**config.mk**
```make
export PLATFORM = sky130hd
export DESIGN_NAME = fetch_decode_queue_flat
export DESIGN_NICKNAME = d
export VERILOG_FILES = /design/src/rtl/fetch_decode_queue_pkg.sv /design/src/rtl/fetch_decode_queue_if.sv /design/src/rtl/fetch_decode_queue_storage.sv /design/src/rtl/fetch_decode_queue.sv /design/src/flat_wrapper.sv
export SDC_FILE = /design/constraint.sdc
export NUM_CORES = 1
export LEC_CHECK = 0
export CORE_AREA = 2 2 208 251
export CTS_BUF_LIST = sky130_fd_sc_hd__clkbuf_4 sky130_fd_sc_hd__clkbuf_8
export DETAILED_ROUTE_END_ITERATION = 6
export DIE_AREA = 0 0 210 253
export PLACE_DENSITY = 0.52
export SLEW_MARGIN = 10
export SYNTH_ARGS = -nofsm -noshare
export SYNTH_HDL_FRONTEND = slang
export SYNTH_HIERARCHICAL = 1
export SYNTH_SLANG_ARGS = --single-unit
```
**constraint.sdc**
```tcl
create_clock -name clk -period 23.6 [get_ports clk]
set_clock_uncertainty 0.2 [all_clocks]
set_input_delay 4.72 -clock clk [delete_from_list [all_inputs] [get_ports clk]]
set_output_delay 4.72 -clock clk [all_outputs]
set_load 0.005 [all_outputs]
```
**src/rtl/fetch_decode_queue_pkg.sv**
```systemverilog
// Core definitions shared by the fetch/decode pipeline blocks.
package fetch_decode_queue_pkg;

  localparam int XLEN = 64;
  localparam int ILEN = 32;

  // Canonical NOP (addi x0, x0, 0) presented to decode when nothing is queued.
  localparam logic [31:0] NOP_INSTR = 32'h0000_0013;

  localparam int FDQ_DEPTH_DEFAULT = 4;

  // Count width that can represent 0..depth inclusive.
  function automatic int fdq_cnt_width(input int depth);
    return $clog2(depth) + 1;
  endfunction

endpackage

```
**src/rtl/fetch_decode_queue_if.sv**
```systemverilog
// Fetch-side and decode-side handshake bundle for the decoupling queue.
interface fetch_decode_queue_if
  import fetch_decode_queue_pkg::*;
#(
  parameter int XLEN_P = XLEN,
  parameter int ILEN_P = ILEN
);

  logic              in_valid;
  logic              in_ready;
  logic [XLEN_P-1:0] in_pc;
  logic [ILEN_P-1:0] in_instr;

  logic              out_valid;
  logic              out_ready;
  logic [XLEN_P-1:0] out_pc;
  logic [ILEN_P-1:0] out_instr;

  // Queue side: accepts from fetch, presents to decode.
  modport slave (
    input  in_valid, in_pc, in_instr, out_ready,
    output in_ready, out_valid, out_pc, out_instr
  );

  // Environment side: fetch producer plus decode consumer.
  modport master (
    output in_valid, in_pc, in_instr, out_ready,
    input  in_ready, out_valid, out_pc, out_instr
  );

endinterface

```
**src/rtl/fetch_decode_queue_storage.sv**
```systemverilog
// fdq_storage: DEPTH x WIDTH register array, one write port, one async read port.
module fdq_storage #(
  parameter int DEPTH = 4,
  parameter int WIDTH = 96
) (
  input  logic                     clk,
  input  logic                     we,
  input  logic [$clog2(DEPTH)-1:0] waddr,
  input  logic [WIDTH-1:0]         wdata,
  input  logic [$clog2(DEPTH)-1:0] raddr,
  output logic [WIDTH-1:0]         rdata
);

  logic [WIDTH-1:0] mem_q [DEPTH];
  logic [WIDTH-1:0] mem_d [DEPTH];

  // Next-state of the array: only the addressed slot changes on a write.
  always_comb begin
    for (int i = 0; i < DEPTH; i++) begin
      mem_d[i] = mem_q[i];
    end
    if (we) begin
      mem_d[waddr] = wdata;
    end
  end

  // Contents are don't-care after reset or flush, so the array is not reset.
  always_ff @(posedge clk) begin
    for (int i = 0; i < DEPTH; i++) begin
      mem_q[i] <= mem_d[i];
    end
  end

  assign rdata = mem_q[raddr];

endmodule

```
**src/rtl/fetch_decode_queue.sv**
```systemverilog
// Decoupling queue between fetch and decode. Circular buffer with separate
// read/write pointers plus an explicit count so full and empty are unambiguous.
// DEPTH must be a power of two (>= 2) so the pointers wrap naturally.
module fetch_decode_queue
  import fetch_decode_queue_pkg::*;
#(
  parameter int DEPTH  = FDQ_DEPTH_DEFAULT,
  parameter int XLEN_P = XLEN,
  parameter int ILEN_P = ILEN
) (
  input  logic                       clk,
  input  logic                       rst,
  input  logic                       flush,
  fetch_decode_queue_if.slave        bus,
  output logic [$clog2(DEPTH):0]     occupancy
);

  localparam int PTR_W = $clog2(DEPTH);
  localparam int CNT_W = fdq_cnt_width(DEPTH);
  localparam int ENT_W = XLEN_P + ILEN_P;

  logic [PTR_W-1:0] wr_ptr_q, wr_ptr_d;
  logic [PTR_W-1:0] rd_ptr_q, rd_ptr_d;
  logic [CNT_W-1:0] count_q,  count_d;

  logic             push;
  logic             pop;
  logic             in_ready;
  logic             out_valid;
  logic [ENT_W-1:0] head;

  // Handshake flags come from registered count only, never from the opposite side.
  assign in_ready  = (count_q != CNT_W'(DEPTH));
  assign out_valid = (count_q != '0);
  assign push      = bus.in_valid & in_ready;
  assign pop       = out_valid & bus.out_ready;

  // Pointer/count next state; flush overrides any same-cycle push or pop.
  always_comb begin
    wr_ptr_d = wr_ptr_q;
    rd_ptr_d = rd_ptr_q;
    count_d  = count_q;
    if (flush) begin
      wr_ptr_d = '0;
      rd_ptr_d = '0;
      count_d  = '0;
    end else begin
      if (push) wr_ptr_d = wr_ptr_q + PTR_W'(1);
      if (pop)  rd_ptr_d = rd_ptr_q + PTR_W'(1);
      case ({push, pop})
        2'b10:   count_d = count_q + CNT_W'(1);
        2'b01:   count_d = count_q - CNT_W'(1);
        default: count_d = count_q;
      endcase
    end
  end

  // Control state registers with asynchronous active-low clear.
  always_ff @(posedge clk or negedge rst) begin
    if (!rst) begin
      wr_ptr_q <= '0;
      rd_ptr_q <= '0;
      count_q  <= '0;
    end else begin
      wr_ptr_q <= wr_ptr_d;
      rd_ptr_q <= rd_ptr_d;
      count_q  <= count_d;
    end
  end

  fdq_storage #(
    .DEPTH (DEPTH),
    .WIDTH (ENT_W)
  ) u_storage (
    .clk   (clk),
    .we    (push & ~flush),
    .waddr (wr_ptr_q),
    .wdata ({bus.in_pc, bus.in_instr}),
    .raddr (rd_ptr_q),
    .rdata (head)
  );

  // An empty queue shows pc 0 and a NOP rather than stale storage.
  assign bus.in_ready  = in_ready;
  assign bus.out_valid = out_valid;
  assign bus.out_pc    = out_valid ? head[ENT_W-1:ILEN_P] : '0;
  assign bus.out_instr = out_valid ? head[ILEN_P-1:0] : ILEN_P'(NOP_INSTR);
  assign occupancy     = count_q;

endmodule

```
**src/flat_wrapper.sv**
```systemverilog
// flat-port wrapper written by rule: the top's interface ports become plain ports
module fetch_decode_queue_flat import fetch_decode_queue_pkg::*;
#(
  parameter int DEPTH  = FDQ_DEPTH_DEFAULT,
  parameter int XLEN_P = XLEN,
  parameter int ILEN_P = ILEN
)
  (clk, rst, flush, occupancy, bus_in_valid, bus_in_pc, bus_in_instr, bus_out_ready, bus_in_ready, bus_out_valid, bus_out_pc, bus_out_instr);
  fetch_decode_queue_if #(.XLEN_P(XLEN_P), .ILEN_P(ILEN_P)) bus_i ();
  input  logic clk;
  input  logic rst;
  input  logic flush;
  output logic [$clog2(DEPTH):0] occupancy;
  input wire logic [$bits(bus_i.in_valid)-1:0] bus_in_valid;
  input wire logic [$bits(bus_i.in_pc)-1:0] bus_in_pc;
  input wire logic [$bits(bus_i.in_instr)-1:0] bus_in_instr;
  input wire logic [$bits(bus_i.out_ready)-1:0] bus_out_ready;
  output wire logic [$bits(bus_i.in_ready)-1:0] bus_in_ready;
  output wire logic [$bits(bus_i.out_valid)-1:0] bus_out_valid;
  output wire logic [$bits(bus_i.out_pc)-1:0] bus_out_pc;
  output wire logic [$bits(bus_i.out_instr)-1:0] bus_out_instr;
  assign bus_i.in_valid = bus_in_valid;
  assign bus_i.in_pc = bus_in_pc;
  assign bus_i.in_instr = bus_in_instr;
  assign bus_i.out_ready = bus_out_ready;
  assign bus_in_ready = bus_i.in_ready;
  assign bus_out_valid = bus_i.out_valid;
  assign bus_out_pc = bus_i.out_pc;
  assign bus_out_instr = bus_i.out_instr;
  fetch_decode_queue #(.DEPTH(DEPTH), .XLEN_P(XLEN_P), .ILEN_P(ILEN_P)) u_core (.clk(clk), .rst(rst), .flush(flush), .bus(bus_i), .occupancy(occupancy));
endmodule
```
---- After elaboration in Yosys (flattened, before gate mapping) ----
Memory sizes are Yosys's and may differ from the RTL's.
Index checks and enable logic that the tools add are counted.
word-level totals
  register bits after elaboration ......... 7
  memory bits (writable) .................. 384
  bits of input ports ..................... 101
  memories kept ........................... 1
memory list
  memory                  words  bits a word  read ports  clocked after memory_dff  write ports  RTL line                          RTL
  u_core.u_storage.mem_q  4      96           5           0                         4            fetch_decode_queue_storage.sv:14  logic [WIDTH-1:0] mem_q [DEPTH];
cells by class
  $add $sub $neg .......................... 4
  magnitude comparators ................... 2
  equality and inequality tests ........... 3
  muxes and demuxes ....................... 12
  bitwise operators ....................... 5
  reductions and logical operators ........ 5
operators with widths
  kind                                                      count
  bitwise mux 384 bit                                       1
  2-to-1 mux 384 bit                                        1
  demux 96 bit (select 2 bit)                               1
  2-to-1 mux 96 bit                                         1
  2-to-1 mux 64 bit                                         1
  2-to-1 mux 32 bit                                         1
  2-to-1 mux 2 bit                                          4
  one-hot mux 3 bit (2 select lines)                        1
  nonzero test 3 bit                                        2
  adder 2 x 1 -> 2 bit, second input constant               2
  nonzero test 2 bit                                        2
  adder 3 x 1 -> 3 bit, second input constant               1
  bitwise AND 1 bit                                         3
  greater-or-equal comparator 3 bit, second input constant  1
  < comparator 3 x 1 -> 1 bit, second input constant        1
  2-to-1 mux 3 bit                                          1
  inequality test 3 bit, second input constant              1
  inverter 2 -> 3 bit                                       1
  subtractor 3 x 1 -> 3 bit, second input constant          1
  equality test 2 x 1 -> 1 bit, second input constant       1
  equality test 2 bit, second input constant                1
  logical AND 1 bit                                         1
  inverter 1 bit                                            1

---- Logic depth before layout (Yosys ltp) ----
Gate-level depths: netlist of run 1.
  depth after elaboration ................. 7
  mapped depth ............................ 11
  depth with buffers taken out ............ 8

---- By module ----
Netlist of run 1, hierarchy kept.
by module, submodules not included
  module              instances  cells each  area an instance (um^2)  sequential area each (um^2)
  fdq_storage         1          506         13889.6                  11531.1
  fetch_decode_queue  1          163         1173.6                   175.2

---- Worst setup path after synthesis of run 1 ----
OpenSTA, ideal clock, no wires.
  kind .................................... input to register
  from .................................... input port bus_in_valid
  to ...................................... memory u_core.u_storage.mem_q[0][0] (enable)
  arrival time ............................ 12.128 ns
  data required time ...................... 22.712 ns
  setup slack ............................. 10.583 ns
  cell stages on the path ................. 4
  path buffers ............................ 1
  cells stage by stage .................... buf_2 -> nand2_1 -> nor2_1 -> nor3b_1
RTL lines
  element             RTL line                          RTL
  start: declaration  flat_wrapper.sv:14                input wire logic [$bits(bus_i.in_valid)-1:0] bus_in_valid;
  end: declaration    fetch_decode_queue_storage.sv:14

---- Worst setup path in the final report of run 1 ----
  from .................................... register u_core.rd_ptr_q[0]
  to ...................................... output port bus_out_instr[19]
between the ends
  word-level cells in the longest chain between the ends .. 2
ends and longest elaborated chain
  element                   RTL line                  RTL
  start: declaration        fetch_decode_queue.sv:23  logic [PTR_W-1:0] rd_ptr_q, rd_ptr_d;
  start signal: assignment  fetch_decode_queue.sv:66  rd_ptr_q <= rd_ptr_d;
  memory read (4 x 96 bit)  --
  net u_core.head[19]       fetch_decode_queue.sv:30  logic [ENT_W-1:0] head;
  2-to-1 mux 32 bit         fetch_decode_queue.sv:87  assign bus.out_instr = out_valid ? head[ILEN_P-1:0] : ILEN_P'(NOP_INSTR);
  end: declaration          flat_wrapper.sv:21        output wire logic [$bits(bus_i.out_instr)-1:0] bus_out_instr;
The timed path passes the listed nets, and every way through them passes these cells.

==> results of run 1 <==
[worst paths after layout]
kind,startpoint,endpoint,cells past startpoint
max,u_core/rd_ptr_q[0],bus_out_instr[19],4
min,u_core/wr_ptr_q[1],u_core/wr_ptr_q[1],2
max reg2reg,u_core/occupancy[2],u_core/u_storage/mem_q[2][5],6
min reg2reg,u_core/wr_ptr_q[1],u_core/wr_ptr_q[1],2
max in group asynchronous,rst,u_core/rd_ptr_q[1],1
min in group asynchronous,rst,u_core/occupancy[0],1
[stage by stage]
stage          hold slack, ns  cells
2_1_floorplan           0.299    669
3_3_place_gp            0.419   1494
3_5_place_dp            0.436   1494
4_1_cts                 0.448   1608
5_1_grt                 0.497   1610
6_report                0.453   1610
[cell usage after synthesis, drive strengths merged]
library cell,count
a2111oi,2
dfrtp,7
inv,3
o21ai,3
edfxtp,384
nor2b,1
nand2b,3
or2,1
nor2,6
nand3,6
o221a,1
a21oi,5
buf,24
or3b,2
fa,1
nand3b,1
xor2,6
and3,1
mux4,96
clkbuf,13
or3,1
nand2,4
nor3,1
a21o,1
nor3b,1
and2,93
and3b,2
[sequential cells by signal (all words and copies together), names as in the netlist]
name,cells
u_core/rd_ptr_q,2
u_core/occupancy,3
u_core/u_storage/mem_q,384
u_core/wr_ptr_q,2
[logic make-up after synthesis]
family          count (synthesis)  synth area share (%)
flops                         391                  77.7
simple gates                  123                  5.18
mux                            96                  14.4
buf+inv                        40                  1.76
compound gates                 12                 0.507
xor+xnor                        6                 0.349
fa+ha+maj                       1                 0.133
[final cells by class]
cell class	instances	area share, %
Antenna cell	2	0.0263
Clock buffer	92	5.87
Clock inverter	22	0.848
Inverter	3	0.0592
Multi-Input combinational cell	238	16.4
Sequential cell	391	61.6
Tap cell	651	4.28
Timing Repair Buffer	211	11.0
[worst min-delay path: cells and delay by family, from the launching register on]
family | cells | cell delay (ns)
flip-flops | 1 | 0.44
XOR/XNOR | 1 | 0.09
AND/OR/NAND/NOR | 1 | 0.08
[power groups by stage]
stage                     sequential [mW]  combinational (mW)  clock (mW)
after global placement              0.822               0.301           0
after global routing                0.811               0.318       0.639
after CTS                           0.809               0.304       0.611
final                               0.808               0.291       0.587
after detailed placement            0.823               0.302           0
after floorplan                     0.816               0.160           0
[layer usage]
metal / up-vias / part of all wire, %
met3: 54 / 5.6
met1: 3762 / 39
met5: - / 0.12
met4: 6 / 2.1
li1: 3217 / -
met2: 203 / 54
==> out/metrics.yaml, run 1 <==
status:
  status: "finished, final reports clean"
yosys:
  syn_nets: 771
  syn_inst: 669
  synth_cell_types: 34
  yosys.area.top_type: "edfxtp_1"
  ys_ff_latch: 391
  synth_top_area_share_pct: 76.6
  synth_area_leaders: "edfxtp_1, mux4_2, and2_1"
  synth_warnings: 6
  avgSynthCellArea_um2: 22.5
  ys_seq_area_share_pct: 77.7
  syn_area_um2: 15100
place:
  dpl_worst_slack_ns: 15.39
  place_area_um2: 17700
  gp_congestion: 0.688
  io_buffers: 201
  hpwl_um: 19600
die:
  die_w_um: 210
  ios: 202
  dieArea_um2: 53100
  fp.dieH_um: 253
  initial_utilization_pct: 29.6
  fp-row-count: 91
  design.core.area_um2: 50900
clocking:
  postCtsHoldBufs: 0
  clockRootBuffer: "clkbuf_8"
  cts_buffers: 67
  post_cts_resized: 0
  clk_pin_slew_worst_paths_ns: 0.06
  cts_tree: "yes"
  cts_setup_buffers: 0
  cts_sinks: 391
  cts_buffer_depth: 3
  clk-insertion-delay-late_ns: 0.61
  htreeDepth: 3
final_layout:
  n_fill_cell: 4635
  final_cell_mix: "edfxtp_1, clkdlybuf4s50_1, mux4_2, and2_1, clkbuf_8"
  finish.utilization_pct: 37.4
  mostFrequentLayoutCell: "edfxtp_1"
  drive_above_1_share_pct: 24.1
  nNetsFinal: 1014
  final_area_um2: 19000
  syn2layout_area_growth_pct: 26.3
  multi_input_area_um2: 3110
  seqCellArea_um2: 11700
critical_path:
  worstPathArrival_ns: 3.53
  startpoint_type: "flip-flop"
  crit_family: "buffers and inverters"
  cp_cell_sequence: "buf_4 -> mux4_2 -> and2_1 -> clkdlybuf4s50_1"
  slowest_delay_ns: 0.82
  worstPathRequired_ns: 18.68
  crit_fanout: 43
  endpoint_kind: "output pin"
  crit_type: "flip-flop to output pin"
  crit_path_top_delay_cell: "buf_4"
  path_buf_inv: 2
  reg2reg_setup_slack_ns: 20.26
power:
  p_seq_share_pct: 47.9
  switching_power_mw: 0.397
  pwr-share-clk_pct: 34.8
  vdd_drop_max_mv: 0.0420
  power_frac_comb_pct: 17.3
  total_power_mw: 1.69
  p_int_mw: 1.29
  p_per_area_nw_per_um2: 88.6
  power.leakage_nw: 5.96
  p_sw_share_pct: 23.5
grt:
  met2_usage_pct: 23.4
  grt_antenna_before_repair: 5
  gr-usage-met1_pct: 14.5
  grt.busiest_layer: "met2"
  grt_start_max_net_pins: 61
  grt_pass1_vias: 8069
  use_met3_pct: 3.44
  grt_usage_pct: 13.0
  grt_pass1_wl_um: 50200
  grt_overflow: 0
sta:
  worst_pin_slew_ns: 1.03
  slew_viol_final: 0
  min_period_ns: 8.45
  timing.fmax_mhz: 118
  tns_ns: 0
  finalCritPeriodShare_pct: 35.8
  rsz0062_at_grt: "no"
  finalHoldViolations: 0
  slew_headroom_pct: 31.4
  layout_setup_ws_ns: 15.15
  setup_violations: 0
routing:
  wl_per_cell_um: 21.0
  drt_iter0_drc: 325
  wl_um: 33800
  drt_pass1_iterations: 6
  via_count: 7242
  via_per_inst: 4.50
  ant_nets: 0
  drc: 0
run:
  drv_cap: 0
worst_hold_path:
  hold_path.class: "flip-flop to flip-flop"
Power figures use the tool's default switching activity.
==> run 2, diff against run 1 <==
--- a/config.mk
+++ b/config.mk
@@ -9,7 +9,7 @@
 export CTS_BUF_LIST = sky130_fd_sc_hd__clkbuf_4 sky130_fd_sc_hd__clkbuf_8
 export DETAILED_ROUTE_END_ITERATION = 6
 export DIE_AREA = 0 0 210 253
-export PLACE_DENSITY = 0.52
+export PLACE_DENSITY = 0.54
 export SLEW_MARGIN = 10
 export SYNTH_ARGS = -nofsm -noshare
 export SYNTH_HDL_FRONTEND = slang
==> constraint.sdc (replaced) <==
create_clock -name clk -period 7.24 [get_ports clk]
set_clock_uncertainty 0.2 [all_clocks]
set_input_delay 1.448 -clock clk [delete_from_list [all_inputs] [get_ports clk]]
set_output_delay 1.448 -clock clk [all_outputs]
set_load 0.005 [all_outputs]
==> run 2 against run 1 <==
Clock power grew to 3.1 times the previous value. Combinational power grew to 3.3 times the previous value. Register-to-register slack lost 16 ns. Final cell count is the same. Sequential cell count is the same. Non-clock buffer count is the same. Worst hold slack gained 0.015 ns. Via count is essentially flat. Clock-buffer cell count shrank 14. Critical endpoint is now bus_out_instr[30]. Highest routed layer unchanged.
==> out/metrics.yaml, run 2 (synthesis results as in run 1) <==
grt:
  grt_start_max_net_pins: 99
  grt_pass1_wl_um: 48800
  grt_usage_pct: 12.5
  grt_antenna_before_repair: 2
  grt_overflow: 0
  grt_pass1_vias: 7996
die:
  design.core.area_um2: 50900
  fp-row-count: 91
  die_w_um: 210
  fp.dieH_um: 253
  ios: 202
  dieArea_um2: 53100
  initial_utilization_pct: 29.6
final_layout:
  fin_cells: 1610
  mostFrequentLayoutCell: "edfxtp_1"
  final_cell_mix: "edfxtp_1, clkdlybuf4s50_1, mux4_2, and2_1, clkbuf_8"
  drive_above_1_share_pct: 23.2
  nNetsFinal: 1008
  syn2layout_area_growth_pct: 26.1
  max_flop_register: "u_core/u_storage/mem_q"
  finish.utilization_pct: 37.3
  largest_register_ffs: 384
sta:
  min_period_ns: 4.75
  finalCritPeriodShare_pct: 65.6
  timing.fmax_mhz: 211
  worst_pin_slew_ns: 1.03
  finalHoldViolations: 0
  slew_viol_final: 0
  setup_violations: 0
  timing.hold.ws_ns: 0.468
  slew_headroom_pct: 31.6
  tns_ns: 0
  rsz0062_at_grt: "no"
routing:
  ant_nets: 0
  wl_per_cell_um: 20.3
  drt_pass1_iterations: 5
  via_count: 7235
  drc: 0
  via_per_inst: 4.49
  drt_iter0_drc: 293
  wl_um: 32700
worst_hold_path:
  hold_path.class: "flip-flop to flip-flop"
  hold_path_depth: 2
  min_from: "u_core/wr_ptr_q[1]"
  min_to: "u_core/wr_ptr_q[1]"
power:
  vdd_drop_max_mv: 0.144
  power.leakage_nw: 5.94
  total_power_mw: 5.40
  p_per_area_nw_per_um2: 284
clocking:
  clk-insertion-delay-late_ns: 0.63
  cts_setup_buffers: 0
  cts_tree: "yes"
  cts_buffer_depth: 3
  postCtsHoldBufs: 0
  htreeDepth: 2
  cts_buffers: 61
  clk_pin_slew_worst_paths_ns: 0.07
  cts_sinks: 391
  post_cts_resized: 0
  clockRootBuffer: "clkbuf_8"
critical_path:
  timing.rr.start: "u_core/occupancy[2]"
  worstPathArrival_ns: 3.10
  crit_type: "flip-flop to output pin"
  startpoint_type: "flip-flop"
  endpoint_kind: "output pin"
  reg2reg_setup_slack_ns: 4.04
  reg2reg_to: "u_core/occupancy[1]"
  reg2reg_depth: 7
  worstPathRequired_ns: 5.59
  crit_fanout: 64
place:
  placed_cells: 1494
  gp_congestion: 0.678
  hpwl_um: 18300
  io_buffers: 201
status:
  status: "finished, final reports clean"
run:
  drv_cap: 0
## run 2: changes by cell type in the layout (fill, tap and decap cells not counted), sizes merged
cell | previous run | this run
bufinv | 2 | 3
clkbuf | 92 | 78
clkinv | 14 | 29
clkinvlp | 5 | 2
inv | 4 | 5
## run 2: worst max-delay path by stage
| stage | from | endpoint | slack [ns] | cells past startpoint |
|---|---|---|---|---|
| 4_1_cts | u_core/occupancy[0] | bus_out_instr[30] | 2.32 | 4 |
| 3_3_place_gp | bus_in_valid | u_core/u_storage/mem_q[3][33] | 2.48 | 5 |
| 5_1_grt | u_core/occupancy[2] | bus_out_instr[30] | 2.18 | 4 |
| 3_5_place_dp | bus_in_valid | u_core/u_storage/mem_q[3][33] | 2.50 | 5 |
| 2_1_floorplan | bus_in_valid | u_core/u_storage/mem_q[0][0] | 0.95 | 4 |
| 6_report | u_core/occupancy[0] | bus_out_instr[30] | 2.49 | 4 |
## run 2: critical path, cell delays in order (launching register included)
cell and delay (ns):
dfrtp_1 0.52, or3_4 0.49, buf_4 0.66, and2_1 0.25, clkdlybuf4s50_1 0.52
## run 2: routing by layer
layer	GRT usage, %	vias to the layer above	routed length (µm)
met3	3.42	56	1920
met5	0	-	13
li1	-	3212	-
met1	15.7	3771	13900
met4	4.15	2	704
met2	20.8	194	16200
## run 2: where the power goes
part / total (mW) / switching, mW / leakage [nW] / internal (mW)
clock: 1.82 / 0.841 / 0.633 / 0.983
sequential: 2.61 / 0.0299 / 3.58 / 2.58
combinational: 0.968 / 0.411 / 1.73 / 0.557
total: 5.40 / 1.28 / 5.94 / 4.12
## run 2: layout make-up
| type | count | area [µm²] |
|---|---|---|
| multi-input combinational | 238 | 3120 |
| timing repair buffer | 211 | 2120 |
| clock buffer | 78 | 967 |
| sequential | 391 | 11700 |
| inverter | 3 | 11.3 |
| antenna | 2 | 5.00 |
| clock inverter | 36 | 241 |
| fill | 4688 | 31900 |
| tap | 651 | 815 |
## run 2: through the flow
step	worst slack [ns]	area (µm²)
global placement	2.48	17800
CTS	2.32	19000
floorplan	0.949	15100
detailed placement	2.50	17800
finish	2.49	19000
global route	2.18	19000
==> run 3, diff against run 2 <==
--- a/config.mk
+++ b/config.mk
@@ -9,7 +9,7 @@
 export CTS_BUF_LIST = sky130_fd_sc_hd__clkbuf_4 sky130_fd_sc_hd__clkbuf_8
 export DETAILED_ROUTE_END_ITERATION = 6
 export DIE_AREA = 0 0 210 253
-export PLACE_DENSITY = 0.54
+export PLACE_DENSITY = 0.52
 export SLEW_MARGIN = 10
 export SYNTH_ARGS = -nofsm -noshare
 export SYNTH_HDL_FRONTEND = slang
==> constraint.sdc (replaced) <==
create_clock -name clk -period 4.44 [get_ports clk]
set_clock_uncertainty 0.2 [all_clocks]
set_input_delay 0.888 -clock clk [delete_from_list [all_inputs] [get_ports clk]]
set_output_delay 0.888 -clock clk [all_outputs]
set_load 0.005 [all_outputs]
==> run 3 against run 2 <==
Via count is 1.7% higher. Sequential share of layout area is 1.1 points lower. Final cell count is 0.62% higher. Critical path depth stayed put. Clock-buffer cell count is 10 higher. Routed wire length is 2.2% higher. Critical endpoint is now bus_out_pc[23]. Combinational power is 64% higher. Global-route usage is 0.34 points higher. Non-clock buffer count is 13 higher. Register-to-register slack worse by 2.5 ns.
==> out/metrics.yaml, run 3 (synthesis results as in run 1) <==
routing:
  drt_iter0_drc: 299
  via_count: 7361
  drt_pass1_iterations: 4
  via_per_inst: 4.54
  drc: 0
  ant_nets: 0
  wl_per_cell_um: 20.6
  wl_um: 33400
sta:
  slew_headroom_pct: 35.6
  timing.fmax_mhz: 246
  worst_pin_slew_ns: 0.966
  finalCritPeriodShare_pct: 91.7
  finalHoldViolations: 0
  min_period_ns: 4.07
  slew_viol_final: 0
  tns_ns: 0
  rsz0062_at_grt: "no"
  setup_violations: 0
grt:
  grt_start_max_net_pins: 82
  grt_usage_pct: 12.8
  grt_overflow: 0
  grt_antenna_before_repair: 3
  grt_pass1_vias: 8070
  grt_pass1_wl_um: 49600
die:
  ios: 202
  initial_utilization_pct: 29.6
  design.core.area_um2: 50900
  fp.dieH_um: 253
  dieArea_um2: 53100
  die_w_um: 210
  fp-row-count: 91
clocking:
  clk-insertion-delay-late_ns: 0.61
  post_cts_resized: 0
  clk_pin_slew_worst_paths_ns: 0.06
  postCtsHoldBufs: 0
  clockRootBuffer: "clkbuf_8"
  cts_buffer_depth: 3
  cts_sinks: 391
  htreeDepth: 3
  cts_tree: "yes"
  cts_setup_buffers: 0
  cts_buffers: 67
critical_path:
  worstPathArrival_ns: 2.98
  worstPathRequired_ns: 3.35
  endpoint_kind: "output pin"
  crit_type: "flip-flop to output pin"
  crit_fanout: 81
  startpoint_type: "flip-flop"
final_layout:
  syn2layout_area_growth_pct: 28.3
  mostFrequentLayoutCell: "edfxtp_1"
  max_flop_register: "u_core/u_storage/mem_q"
  drive_above_1_share_pct: 25.1
  largest_register_ffs: 384
  final_area_um2: 19300
  final_cell_mix: "edfxtp_1, clkdlybuf4s50_1, mux4_2, and2_1, clkbuf_8"
  nNetsFinal: 1027
power:
  p_per_area_nw_per_um2: 469
  vdd_drop_max_mv: 0.253
  power.leakage_nw: 6.09
place:
  place_area_um2: 18000
  hpwl_um: 19500
  gp_congestion: 0.696
  io_buffers: 201
run:
  drv_cap: 0
worst_hold_path:
  hold_path.class: "input pin to asynchronous set/reset pin"
status:
  status: "finished, final reports clean"
## run 3: changes by cell type in the layout (fill, tap and decap cells not counted)
| cell | before | now |
|---|---|---|
| clkbuf_4 | 17 | 16 |
| buf_4 | 7 | 9 |
| clkinv_1 | 21 | 11 |
| buf_12 | 3 | 14 |
| clkinv_2 | 8 | 5 |
| clkinvlp_4 | 2 | 3 |
| diode_2 | 2 | 1 |
| clkbuf_8 | 61 | 72 |
## run 3: worst max-delay path: stages, from the launching register on
cell	delay, ns
dfrtp_1	0.51
or3_4	0.82
buf_4	0.34
and2_1	0.15
clkdlybuf4s50_1	0.49
## run 3: per-stage QoR
| step | util (%) | setup WS, ns | hold WS, ns | total power [mW] | std cells |
|---|---|---|---|---|---|
| floorplan | - | 0.0430 | 0.299 | 5.18 | 669 |
| global placement | 35.4 | 0.968 | 0.454 | 5.99 | 1507 |
| detailed placement | 35.4 | 0.898 | 0.475 | 6.00 | 1507 |
| CTS | 38.0 | 0.143 | 0.270 | 9.29 | 1619 |
| global route | 38.0 | 0.0448 | 0.321 | 9.51 | 1619 |
| finish | 38.0 | 0.367 | 0.343 | 9.07 | 1620 |
## run 3: cell type report
type / count / area [µm²]
antenna: 1 / 2.50
clock buffer: 88 / 1110
clock inverter: 24 / 196
fill: 4664 / 31600
inverter: 3 / 11.3
multi-input combinational: 238 / 3120
sequential: 391 / 11700
tap: 651 / 815
timing repair buffer: 224 / 2360
## run 3: report_power, final
group	switching, mW	internal, mW	leakage [nW]
logic	0.651	0.941	1.83
registers	0.0700	4.21	3.58
clock network	1.40	1.80	0.680
## run 3: final timing paths
check / slack (ns) / to / depth (start not counted) / from
min in group clk: 0.47 / u_core/wr_ptr_q[1] / 2 / u_core/wr_ptr_q[1]
hold reg to reg: 0.47 / u_core/wr_ptr_q[1] / 2 / u_core/wr_ptr_q[1]
setup reg to reg: 1.51 / u_core/occupancy[1] / 6 / u_core/occupancy[2]
hold / removal: 0.34 / u_core/occupancy[1] / 1 / rst
setup / recovery: 0.37 / bus_out_pc[23] / 4 / u_core/occupancy[0]
max in group asynchronous: 3.40 / u_core/rd_ptr_q[0] / 1 / rst
## run 3: per-layer routing
layer	up-vias	wire, µm	track usage, %
met2	189	17100	22.3
li1	3239	-	-
met4	6	848	5.69
met1	3866	13700	14.8
met3	61	1710	3.42
met5	-	41	0
